### src/rtl/perf_memsys_pkg.sv
// Shared definitions for the memory-side perf counters: counter width,
// dump word encoding and the dump sequencer states.
package perf_memsys_pkg;

  localparam int PERF_CTR_BITS = 44;

  localparam logic [1:0] DUMP_IDX_READS   = 2'd0;
  localparam logic [1:0] DUMP_IDX_WRITES  = 2'd1;
  localparam logic [1:0] DUMP_IDX_LATENCY = 2'd2;
  localparam int         DUMP_WORDS       = 3;

  typedef enum logic [1:0] {
    IDLE = 2'd0,
    DUMP = 2'd1,
    DONE = 2'd2
  } dump_state_e;

endpackage

### src/rtl/perf_pending_tracker.sv
// Up/down counter of outstanding memory reads; saturates at MAX_PENDING and
// flags a response arriving with nothing outstanding.
module perf_pending_tracker #(
  parameter int MAX_PENDING = 64,
  parameter int PENDW       = $clog2(MAX_PENDING + 1)
) (
  input  logic             clk,
  input  logic             rst,
  input  logic             inc,
  input  logic             dec,
  output logic [PENDW-1:0] count,
  output logic             err_underflow
);

  localparam logic [PENDW-1:0] MAX_CNT = PENDW'(MAX_PENDING);

  logic [PENDW-1:0] count_q, count_d;
  logic             err_q, err_d;

  always_comb begin
    // NOTE: every signal gets a default before any branch, so no path can
    // leave it unassigned and infer a latch.
    count_d = count_q;
    err_d   = err_q;
    if (inc && !dec) begin
      if (count_q != MAX_CNT) count_d = count_q + PENDW'(1);
    end else if (dec && !inc) begin
      if (count_q == '0) err_d = 1'b1;
      else               count_d = count_q - PENDW'(1);
    end
  end

  // NOTE: sequential state uses non-blocking assignments so every flop samples
  // pre-edge values regardless of block ordering.
  always_ff @(posedge clk or posedge rst) begin
    if (rst) begin
      count_q <= '0;
      err_q   <= 1'b0;
    end else begin
      count_q <= count_d;
      err_q   <= err_d;
    end
  end

  assign count         = count_q;
  assign err_underflow = err_q;

  // More reads than the memory system can hold in flight is a protocol bug upstream.
  a_no_overflow: assert property (@(posedge clk) disable iff (rst)
    !(inc && !dec && count_q == MAX_CNT));

endmodule

### src/rtl/perf_memsys_ctrl.sv
// Memory-side perf counters (reads, writes, read latency) with enable/clear
// and a snapshot-and-dump sequencer streaming one word per handshake.
module perf_memsys_ctrl
  import perf_memsys_pkg::*;
#(
  parameter int PERF_CTR_BITS = perf_memsys_pkg::PERF_CTR_BITS,
  parameter int MAX_PENDING   = 64,
  parameter int PENDW         = $clog2(MAX_PENDING + 1)
) (
  input  logic                     clk,
  input  logic                     reset,
  input  logic                     mem_req_valid,
  input  logic                     mem_req_ready,
  input  logic                     mem_req_rw,
  input  logic                     mem_rsp_valid,
  input  logic                     mem_rsp_ready,
  input  logic                     ctrl_enable,
  input  logic                     ctrl_clear,
  input  logic                     dump_start,
  output logic                     dump_valid,
  input  logic                     dump_ready,
  output logic [1:0]               dump_idx,
  output logic [PERF_CTR_BITS-1:0] dump_data,
  output logic                     dump_done,
  output logic                     busy,
  output logic [PENDW-1:0]         pending_reads,
  output logic                     err_underflow,
  output logic [PERF_CTR_BITS-1:0] mem_reads,
  output logic [PERF_CTR_BITS-1:0] mem_writes,
  output logic [PERF_CTR_BITS-1:0] mem_latency
);

  logic rd_fire, wr_fire, rsp_fire;
  assign rd_fire  = mem_req_valid & mem_req_ready & ~mem_req_rw;
  assign wr_fire  = mem_req_valid & mem_req_ready &  mem_req_rw;
  assign rsp_fire = mem_rsp_valid & mem_rsp_ready;

  // Pending reads are tracked even while counting is disabled or cleared.
  perf_pending_tracker #(
    .MAX_PENDING (MAX_PENDING),
    .PENDW       (PENDW)
  ) u_pending (
    .clk           (clk),
    .rst           (reset),
    .inc           (rd_fire),
    .dec           (rsp_fire),
    .count         (pending_reads),
    .err_underflow (err_underflow)
  );

  logic [PERF_CTR_BITS-1:0] reads_q,   reads_d;
  logic [PERF_CTR_BITS-1:0] writes_q,  writes_d;
  logic [PERF_CTR_BITS-1:0] latency_q, latency_d;

  always_comb begin
    reads_d   = reads_q;
    writes_d  = writes_q;
    latency_d = latency_q;
    if (ctrl_clear) begin
      reads_d   = '0;
      writes_d  = '0;
      latency_d = '0;
    end else if (ctrl_enable) begin
      reads_d   = reads_q   + PERF_CTR_BITS'(rd_fire);
      writes_d  = writes_q  + PERF_CTR_BITS'(wr_fire);
      latency_d = latency_q + PERF_CTR_BITS'(pending_reads);
    end
  end

  always_ff @(posedge clk or posedge reset) begin
    if (reset) begin
      reads_q   <= '0;
      writes_q  <= '0;
      latency_q <= '0;
    end else begin
      reads_q   <= reads_d;
      writes_q  <= writes_d;
      latency_q <= latency_d;
    end
  end

  assign mem_reads   = reads_q;
  assign mem_writes  = writes_q;
  assign mem_latency = latency_q;

  dump_state_e              state_q;
  logic [1:0]               dump_idx_q;
  logic                     dump_valid_q, dump_done_q, busy_q;
  logic [PERF_CTR_BITS-1:0] snap_q [DUMP_WORDS];

  always_ff @(posedge clk or posedge reset) begin
    if (reset) begin
      state_q      <= IDLE;
      dump_idx_q   <= DUMP_IDX_READS;
      dump_valid_q <= 1'b0;
      dump_done_q  <= 1'b0;
      busy_q       <= 1'b0;
      // NOTE: the snapshot array is reset because dump_data is visible from
      // reset onward; a memory feeding only internal logic would not need it.
      for (int i = 0; i < DUMP_WORDS; i++) snap_q[i] <= '0;
    end else begin
      dump_done_q <= 1'b0;
      case (state_q)
        IDLE: begin
          if (dump_start) begin
            // Registered values, i.e. the set as it stood before this cycle's events.
            snap_q[DUMP_IDX_READS]   <= reads_q;
            snap_q[DUMP_IDX_WRITES]  <= writes_q;
            snap_q[DUMP_IDX_LATENCY] <= latency_q;
            dump_idx_q   <= DUMP_IDX_READS;
            dump_valid_q <= 1'b1;
            busy_q       <= 1'b1;
            state_q      <= DUMP;
          end
        end
        DUMP: begin
          if (dump_ready) begin
            if (dump_idx_q == DUMP_IDX_LATENCY) begin
              dump_valid_q <= 1'b0;
              dump_done_q  <= 1'b1;
              state_q      <= DONE;
            end else begin
              dump_idx_q <= dump_idx_q + 2'd1;
            end
          end
        end
        DONE: begin
          busy_q  <= 1'b0;
          state_q <= IDLE;
        end
        default: begin
          dump_valid_q <= 1'b0;
          busy_q       <= 1'b0;
          state_q      <= IDLE;
        end
      endcase
    end
  end

  always_comb begin
    dump_data = '0;
    case (dump_idx_q)
      DUMP_IDX_READS:   dump_data = snap_q[DUMP_IDX_READS];
      DUMP_IDX_WRITES:  dump_data = snap_q[DUMP_IDX_WRITES];
      DUMP_IDX_LATENCY: dump_data = snap_q[DUMP_IDX_LATENCY];
      default:          dump_data = '0;
    endcase
  end

  assign dump_valid = dump_valid_q;
  assign dump_idx   = dump_idx_q;
  assign dump_done  = dump_done_q;
  assign busy       = busy_q;

endmodule

### config.mk
export PLATFORM = sky130hd
export DESIGN_NAME = perf_memsys_ctrl
export DESIGN_NICKNAME = d
export VERILOG_FILES = /design/src/rtl/perf_memsys_pkg.sv /design/src/rtl/perf_pending_tracker.sv /design/src/rtl/perf_memsys_ctrl.sv
export SDC_FILE = /design/constraint.sdc
export NUM_CORES = 1
export LEC_CHECK = 0
export ABC_AREA = 1
export BUFFER_PORTS_ARGS = -buffer_cell sky130_fd_sc_hd__clkbuf_2
export CAP_MARGIN = 20
export CORE_AREA = 3 3 180 182
export CTS_CLUSTER_SIZE = 40
export DETAILED_ROUTE_END_ITERATION = 12
export DIE_AREA = 0 0 183 185
export PLACE_DENSITY = 0.77
export SKIP_CTS_REPAIR_TIMING = 1
export SYNTH_ARGS = -nofsm -noshare
export SYNTH_HDL_FRONTEND = slang
export SYNTH_SLANG_ARGS = --single-unit
### constraint.sdc
create_clock -name clk -period 10.4 [get_ports clk]
set_clock_uncertainty 0.2 [all_clocks]
set_input_delay 2.08 -clock clk [delete_from_list [all_inputs] [get_ports clk]]
set_output_delay 2.08 -clock clk [all_outputs]
set_load 0.02 [all_outputs]
======== After elaboration in Yosys (flattened, before gate mapping) ========
Cells that the tools add are included.
word-level totals
  register bits ........................... 279
  bits of input ports ..................... 11
  output and inout port bits .............. 189
  word-level logic and storage cells ...... 82
operators by class
  add/sub/neg operators ................... 6
  eq/ne operators ......................... 11
  muxes and demuxes ....................... 27
  bitwise logic cells ..................... 8
  reduce and logical (&&, ||, !) cells .... 17
operators with widths
  cell                 number
  $mux 44              6
  $pmux 44 s3          1
  $add 44x1->44        2
  $add 44x7->44        1
  $mux 7               4
  $mux 2               6
  $ne 2x2->1 const B   5
  $reduce_and 3->1     3
  $pmux 2 s2           2
  $reduce_and 4->1     2
  $add 7x1->7 const B  1
  $logic_not 7->1      1
  $ne 7x7->1 const B   1
  $sub 7x1->7 const B  1
  $mux 1               6
  $reduce_bool 2->1    3
  $and 1x1->1          4
  $eq 2x1->1 const B   2
  $eq 2x2->1 const B   2
  $logic_not 2->1      2
  $not 1->1            4
  $reduce_and 2->1     2
  $pmux 1 s3           1
  $add 2x1->2 const B  1
  other kinds (4)      6

======== Depth between registers and ports, before layout ========
Gate-level depths: netlist (run 1).
  depth after elaboration ................. 6
  depth in mapped cells ................... 13
  mapped depth without buffers ............ 13

======== Hierarchy ========
A second synthesis (run 1) with hierarchy kept.
unflattened totals
  cells, all modules ...................... 2103
  area total of the unflattened synthesis .. 15169.5 um2
by module, submodules not included
  module                instances  cells each  area an instance (um2)  sequential area each (um2)
  perf_memsys_ctrl      1          2022        14545.2                 6781.5
  perf_pending_tracker  1          81          624.3                   200.2

======== Worst setup path after synthesis (run 1) ========
OpenSTA, ideal clock, no wires.
  path type ............................... input -> register
  start ................................... input port mem_req_valid
  end ..................................... register reads_q[42] (netlist: mem_reads[42])
  library setup time ...................... 119 ps
  arrival ................................. 3577 ps
  required time ........................... 10081 ps
  setup slack ............................. 6503 ps
  stages on the path ...................... 11
  path buffers ............................ 0
  path through ............................ nand2_1 > nor2_1 > ha_1 > ha_1 > nand3_2 > nor2_4 > nand2_1 > nor3_2 > nand3_1 > nand2_1 > nor2_1
between the ends
  word-level cells in the longest chain between the ends .. 5
RTL lines
  what                      RTL line                source
  start, declared           perf_memsys_ctrl.sv:12  input logic mem_req_valid,
  $and 1x1->1 (2 in a row)  perf_memsys_ctrl.sv:34  assign rd_fire = mem_req_valid & mem_req_ready & ~mem_req_rw;
  $add 44x1->44             perf_memsys_ctrl.sv:64  reads_d = reads_q + PERF_CTR_BITS'(rd_fire);
  $mux 44                   perf_memsys_ctrl.sv:63  end else if (ctrl_enable) begin
  $mux 44                   perf_memsys_ctrl.sv:59  if (ctrl_clear) begin
  end signal, assigned      perf_memsys_ctrl.sv:76  reads_q <= reads_d;
  end, declared             perf_memsys_ctrl.sv:51  logic [PERF_CTR_BITS-1:0] reads_q, reads_d;
No other way between the ends. The select of a mux whose other input is x is not followed.
A chain may end at the register's enable or synchronous reset.

======== Final worst setup path (run 1) ========
  start ................................... input port ctrl_enable
  end ..................................... register latency_q[17] (netlist: mem_latency[17])
between the ends
  word-level cells in the longest chain between the ends .. 1
RTL lines
  what                                RTL line                source
  start, declared                     perf_memsys_ctrl.sv:17  input logic ctrl_enable,
  $reduce_bool 2->1 (no source line)  n/a
  end signal, assigned                perf_memsys_ctrl.sv:78  latency_q <= latency_d;
  end, declared                       perf_memsys_ctrl.sv:53  logic [PERF_CTR_BITS-1:0] latency_q, latency_d;
No other way between the ends.

==> run summary, run 1 <==
Status - finished, final reports clean
EDFF count, synth - 0
Synth Instances - 2154
Final wirelength - 51.01 mm
Vias/cell - 5.574
FP Rows - 64
Slowest CP cell - clkinv_1
Die width - 183 um
Largest net degree at the start of global routing - 146
Flop pwr share - 41.6%
DIE AREA - 33860 sq um
Critical Path Sink Type - flop
Worst relative slew slack - 40.45%
Tmin final - 4.882 ns
Layout cell share with drive strength beyond 1 - 13.37%
Clk slew on worst S/H paths - 0.06 ns
CTS tree - yes
Setup WS post-layout - 5.518 ns
Post-DR wirelength/cell - 18.58 um
Worst r2r src - state_q[0]
GRT Resource Usage Total - 29.77%
Worst vdd ir - 0.0001257 V
R2R Setup Slk - 7.77 ns
Crit path max fanout - 38
Initial antenna violation count - 0
Syn avg cell area - 7.151 sq um
Ant diodes - 0
Maxcap violations - 0
Fin crit share - 46.94%
Seq/Total Area, Yosys - 45.33%
PortBufs - 199
Ys flop type - dfrtp_1
Root buffer cell - clkbuf_16
Core area - 30750 sq um
CP Launch Type - input port
Final GP Congestion - 0.9716
Global-route wire length before repair - 79.80 mm
Levels on crit path - 10
Vias in the first global route - 14600
Drt drc - 0
Max Slew Vio Count - 0
Final hold slack - 0.2701 ns
Clk buf depth - 3
Clk Latency, worst-skew pair - 0.56 ns
R2R depth - 4
Initial DRC Count - 1460
Biggest cell delay along the critical path - 0.68 ns
Final antenna-violating net count - 0
Switching Power - 0.9500 mW
WS Path Type - in -> reg
Pre-antenna DRT Iters - 5
Boundary Pins - 200
Final setup TNS - 0 ns
Pwr Density - 161.8 nW/um^2
Layout area overhead - 14.87%
YS warnings - 0
Slew @ Worst Pin - 0.8932 ns
Netlist Area Pre-Place - 15400 sq um
Fraction of registers with async set/reset - 100.0%
Sink Count - 279
Worst Setup EP - mem_latency[17]
Hold Vio Cnt, Final - 0
Initial Utilization - 50.09%
Critical-path cell list - clkbuf_2 > nor2_2 > buf_4 > clkinv_1 > buf_4 > nand2_1 > inv_1 > nand3_1 > o21ai_0 > a21oi_1
Req. time, crit path - 10.68 ns
Die H - 185 um
Switching share of power - 33.19%
Fmax - 0.2048 GHz
LEAKAGE - 8.637 nW
Dpl ws - 5.076 ns
H-tree depth reported by CTS - 1
Int Power - 1.912 mW
Synth unique cells - 45
Tightest Hold Check Type - reg -> reg
CP bufs+invs - 5
DP Wirelength - 37.65 mm
Cell family with most CP delay - buffers and inverters
RR Endpoint - snap_q[83]
Final nets - 2358
Crit path DAT - 5.16 ns
TritonCTS Buffers - 31
Crit path launch - ctrl_enable
Clock share of power - 37.6%
Crit-path most repeated cell - buf_4
Syn_nets - 2187
Via count - 15300
GRT overflow - 0
RSZ-0062 raised after global routing - false
Combinational share of power - 20.7%
Yosys reg bits - 279
Final setup fails - 0
## Yosys cell counts (all sizes together), types with 4 or more instances
cell type	number	area share, %
dfrtp	279	45
nand4	60	2.4
clkbuf	48	1.2
nand3b	9	0.44
mux2	18	1.3
a21oi	58	1.9
nor3	34	1.2
o31ai	5	0.33
o21ai	187	6.1
nand3	148	4.9
o22ai	5	0.20
nand2	677	17
nor2	288	7.5
xnor2	5	0.28
o21a	6	0.29
or2	4	0.16
ha	20	1.6
buf	25	0.85
inv	255	6.2
## metrics by stage
stage                     area (sq um)  util, %  total power [mW]  cells
after CTS                        17670    57.45             2.865   2744
after global routing             17690    57.54             2.983   2745
after global placement           16690    54.29             1.783   2687
after detailed placement         16690    54.29             1.800   2687
after floorplan                  15400        -             1.644   2154
final                            17690    57.54             2.862   2745
## worst register-to-register path: stages (launching register included)
cell and delay (ns):
dfrtp_1 0.39, nor2_1 0.09, nand2_4 0.63, buf_4 0.78
mux2_2 0.43
## kinds of logic after synthesis
group | synth area share, %
AOI/OAI and AO/OA | 9.163
adders and majority gates | 1.885
xor gates and xnor gates | 0.4549
and+or+nand+nor | 33.57
muxes | 1.316
DFF | 45.33
buffers and inverters | 8.286
## cell usage in the layout (no fill, tap or decap), drive strengths merged, types with 2 or more instances in the layout
cell      instances
a21oi            58
and2              3
buf              12
bufinv            2
clkbuf          241
clkinv            9
clkinvlp          3
dfrtp           279
fa                2
ha               20
inv             258
mux2             18
nand2           677
nand3           148
nand3b            9
nand4            60
nor2            288
nor3             34
nor3b             2
nor4              3
o21a              6
o21ai           187
o22ai             5
o31ai             5
or2               4
xnor2             5
xor2              3
## power by group through the flow
stage | registers (mW) | clock network [mW] | logic (mW)
floorplan | 1.23 | 0 | 0.411
global placement | 1.21 | 0 | 0.573
detailed placement | 1.21 | 0 | 0.589
CTS | 1.19 | 1.08 | 0.592
global route | 1.20 | 1.13 | 0.660
finish | 1.19 | 1.08 | 0.593
## layout make-up
| cell class | instances | area [sq um] |
|---|---|---|
| repair buffers | 211 | 1119 |
| well taps | 396 | 495.5 |
| fillers | 2923 | 13060 |
| clock inverters | 15 | 143.9 |
| inverters | 257 | 972.2 |
| flip-flops and latches | 279 | 6982 |
| multi-input cells | 1545 | 7154 |
| clock buffers | 42 | 827.0 |
## routing by layer
metal,wire length [um],GRT usage [%],vias to the layer above
met4,2441,13.71,0
met2,22600,46.04,707
met1,20910,40.10,7252
met5,0,0,-
li1,-,-,7212
met3,5049,6.893,131
## how the worst min path moves through the flow
stage	from	to	slack, ns	cells after the start
final	u_pending.err_underflow	u_pending.err_underflow	0.27	2
after global routing	u_pending.err_underflow	u_pending.err_underflow	0.29	2
after CTS	u_pending.err_underflow	u_pending.err_underflow	0.28	2
after detailed placement	u_pending.err_underflow	u_pending.err_underflow	0.26	2
after global placement	u_pending.err_underflow	u_pending.err_underflow	0.25	2
after floorplan	snap_q[100]	snap_q[100]	0.25	2
## registers in the layout (all words and copies together), names as in the netlist
register and cells:
snap_q 132, busy 1, u_pending.err_underflow 1, mem_writes 44, mem_reads 44, state_q 2
dump_valid 1, u_pending.count 7, dump_idx 2, mem_latency 44, dump_done 1
Note: power is estimated with default switching activity, not from simulation.
==> run 2: changes to the inputs <==
ABC_AREA = 0   (was 1)
CORE_AREA = 3 3 168 170   (was 3 3 180 182)
DIE_AREA = 0 0 171 173   (was 0 0 183 185)
PLACE_DENSITY = 0.75   (was 0.77)
clock period = 4.63 ns   (was 10.4 ns; I/O delays follow)
==> run summary, run 2 <==
Crit path launch - dump_idx[0]
Fraction of registers with async set/reset - 100.0%
Final antenna-violating net count - 0
Max reg flops - 132
Ys flop type - dfrtp_1
Vias/cell - 6.166
FP Rows - 60
Syn avg cell area - 10.86 sq um
EDFF count, synth - 0
Via count - 10960
LEAKAGE - 7.512 nW
Sink Count - 279
Core area - 26880 sq um
Netlist Area Pre-Place - 13450 sq um
Die width - 171 um
DIE AREA - 29580 sq um
Placed Area - 14780 sq um
Biggest cell delay along the critical path - 0.81 ns
Synth area leaders - dfrtp_1 (52%), mux2_2 (11%), nor2_1 (3.8%), xor2_1 (3.4%), a222oi_1 (3.3%)
Multi-input logic area - 6090 sq um
Synth unique cells - 56
Initial antenna violation count - 0
Final wirelength - 36.89 mm
Synth cell count leaders - dfrtp_1 (279), mux2_2 (136), nor2_1 (136), a21oi_1 (67), clkbuf_1 (60)
Synth area leader - dfrtp_1
Req. time, crit path - 3.50 ns
Final hold slack - 0.07432 ns
Crit path DAT - 2.71 ns
Yosys reg bits - 279
Drt drc - 0
Vias in the first global route - 10500
CP bufs+invs - 3
Most frequent cells in the layout - dfrtp_1 (279), clkbuf_2 (198), mux2_2 (136), nor2_1 (136), a21oi_1 (67)
H-tree depth reported by CTS - 1
Share of the synthesized area in the top cell type - 51.93%
Initial Utilization - 50.03%
Largest reg by FF count - snap_q
Root buffer cell - clkbuf_16
Largest net degree at the start of global routing - 165
Pre-antenna DRT Iters - 7
Seq/Total Area, Yosys - 51.93%
Slowest CP cell - ha_2
Layout cell share with drive strength beyond 1 - 29.51%
DP Wirelength - 25.93 mm
Critical Path Sink Type - output pin
Final GP Congestion - 0.8840
TritonCTS Buffers - 29
Fin crit share - 82.77%
Die H - 173 um
Tmin final - 3.832 ns
GRT overflow - 0
Tightest Hold Check Type - in -> async
Global-route wire length before repair - 58.22 mm
GRT Resource Usage Total - 24.39%
Status - finished, final reports clean
Worst relative slew slack - 35.71%
CTS tree - yes
Final nets - 1447
Clk Latency, worst-skew pair - 0.55 ns
Switching Power - 2.021 mW
Flop pwr share - 41.1%
Clk slew on worst S/H paths - 0.06 ns
Slew @ Worst Pin - 0.9644 ns
Hold Vio Cnt, Final - 0
Design Power - 6.605 mW
Critical-path cell list - inv_1 > ha_2 > buf_4 > a222oi_1 > nor2_1 > clkbuf_2
Cell family with most CP delay - adder cells
Post-Layout Inst Area - 15810 sq um
Worst r2r src - mem_writes[0]
Clk buf depth - 3
Ant diodes - 0
Layout area overhead - 17.57%
Initial DRC Count - 1126
Syn_nets - 1271
Synth Instances - 1238
WS Path Type - reg -> out
Boundary Pins - 200
FILL cells - 2246
Pwr Density - 417.9 nW/um^2
Combinational share of power - 21.2%
Fmax - 0.2610 GHz
Crit path max fanout - 43
Max Slew Vio Count - 0
Int Power - 4.585 mW
CP Launch Type - flop
Storage cell area - 6982 sq um
Most common cell after layout, fill and taps aside - dfrtp_1
PortBufs - 199
RSZ-0062 raised after global routing - false
Maxcap violations - 0
Worst vdd ir - 0.0003629 V
Clock share of power - 37.7%
Final setup fails - 0
Post-DR wirelength/cell - 20.75 um
Most frequent cell after synthesis - dfrtp_1
YS warnings - 0
Switching share of power - 30.59%
==> run 2: layer usage <==
| layer | track usage [%] | wire length [um] | up-vias |
|---|---|---|---|
| met5 | 0 | 0 | - |
| met4 | 8.484 | 1397 | 0 |
| met3 | 5.144 | 3027 | 83 |
| met2 | 38.94 | 17630 | 497 |
| met1 | 33.15 | 14840 | 5485 |
| li1 | - | - | 4899 |
==> run 2: per-stage QoR <==
stage          utilization, %  setup WS [ns]  std cells  TNS, ns
2_1_floorplan               -        -0.1893       1238   -52.82
3_3_place_gp            55.00         0.8950       1724        0
3_5_place_dp            55.00         0.7767       1724        0
4_1_cts                 58.82         0.8195       1778        0
5_1_grt                 58.82         0.6623       1778        0
6_report                58.82         0.7979       1778        0
==> run 2: area by class of cell <==
cell class                      count  share of cell area [%]
Sequential cell                   279                   44.17
Inverter                           20                  0.4987
Multi-Input combinational cell    864                   38.52
Tap cell                          341                   2.699
Timing Repair Buffer              220                   7.630
Clock buffer                       43                   5.303
Clock inverter                     11                   1.179
==> run 2: worst paths after layout <==
check,endpoint,slack (ns),cells after the start
worst min register to register,busy,0.29,1
min in group clk,busy,0.29,1
worst max register to register,mem_writes[26],1.46,7
max in group asynchronous,snap_q[96],3.05,3
worst max-delay path,dump_data[0],0.80,6
worst min-delay path,mem_latency[37],0.07,2
==> run 2: power groups by stage <==
stage,Clock (mW),Sequential [mW],Combinational [mW]
6_report,2.49,2.71,1.40
3_3_place_gp,0,2.75,1.36
4_1_cts,2.53,2.71,1.40
2_1_floorplan,0,2.79,0.938
3_5_place_dp,0,2.76,1.39
5_1_grt,2.63,2.73,1.53
==> run 2: logic make-up after synthesis <==
logic type	after synthesis	synth area share, %
xor+xnor	67	4.364
simple gates	418	16.04
mux	147	12.21
compound gates	210	10.44
fa+ha+maj	22	2.159
flops	279	51.93
buf+inv	95	2.857
==> run 2: worst register-to-register path: cells and delay by family, from the launching register on <==
| family | cells | cell delay, ns |
|---|---|---|
| adder cells (fa/ha/maj) | 2 | 0.45 |
| flip-flops | 1 | 0.41 |
| AO/OA/AOI/OAI | 2 | 0.47 |
| AND/OR/NAND/NOR | 3 | 1.56 |
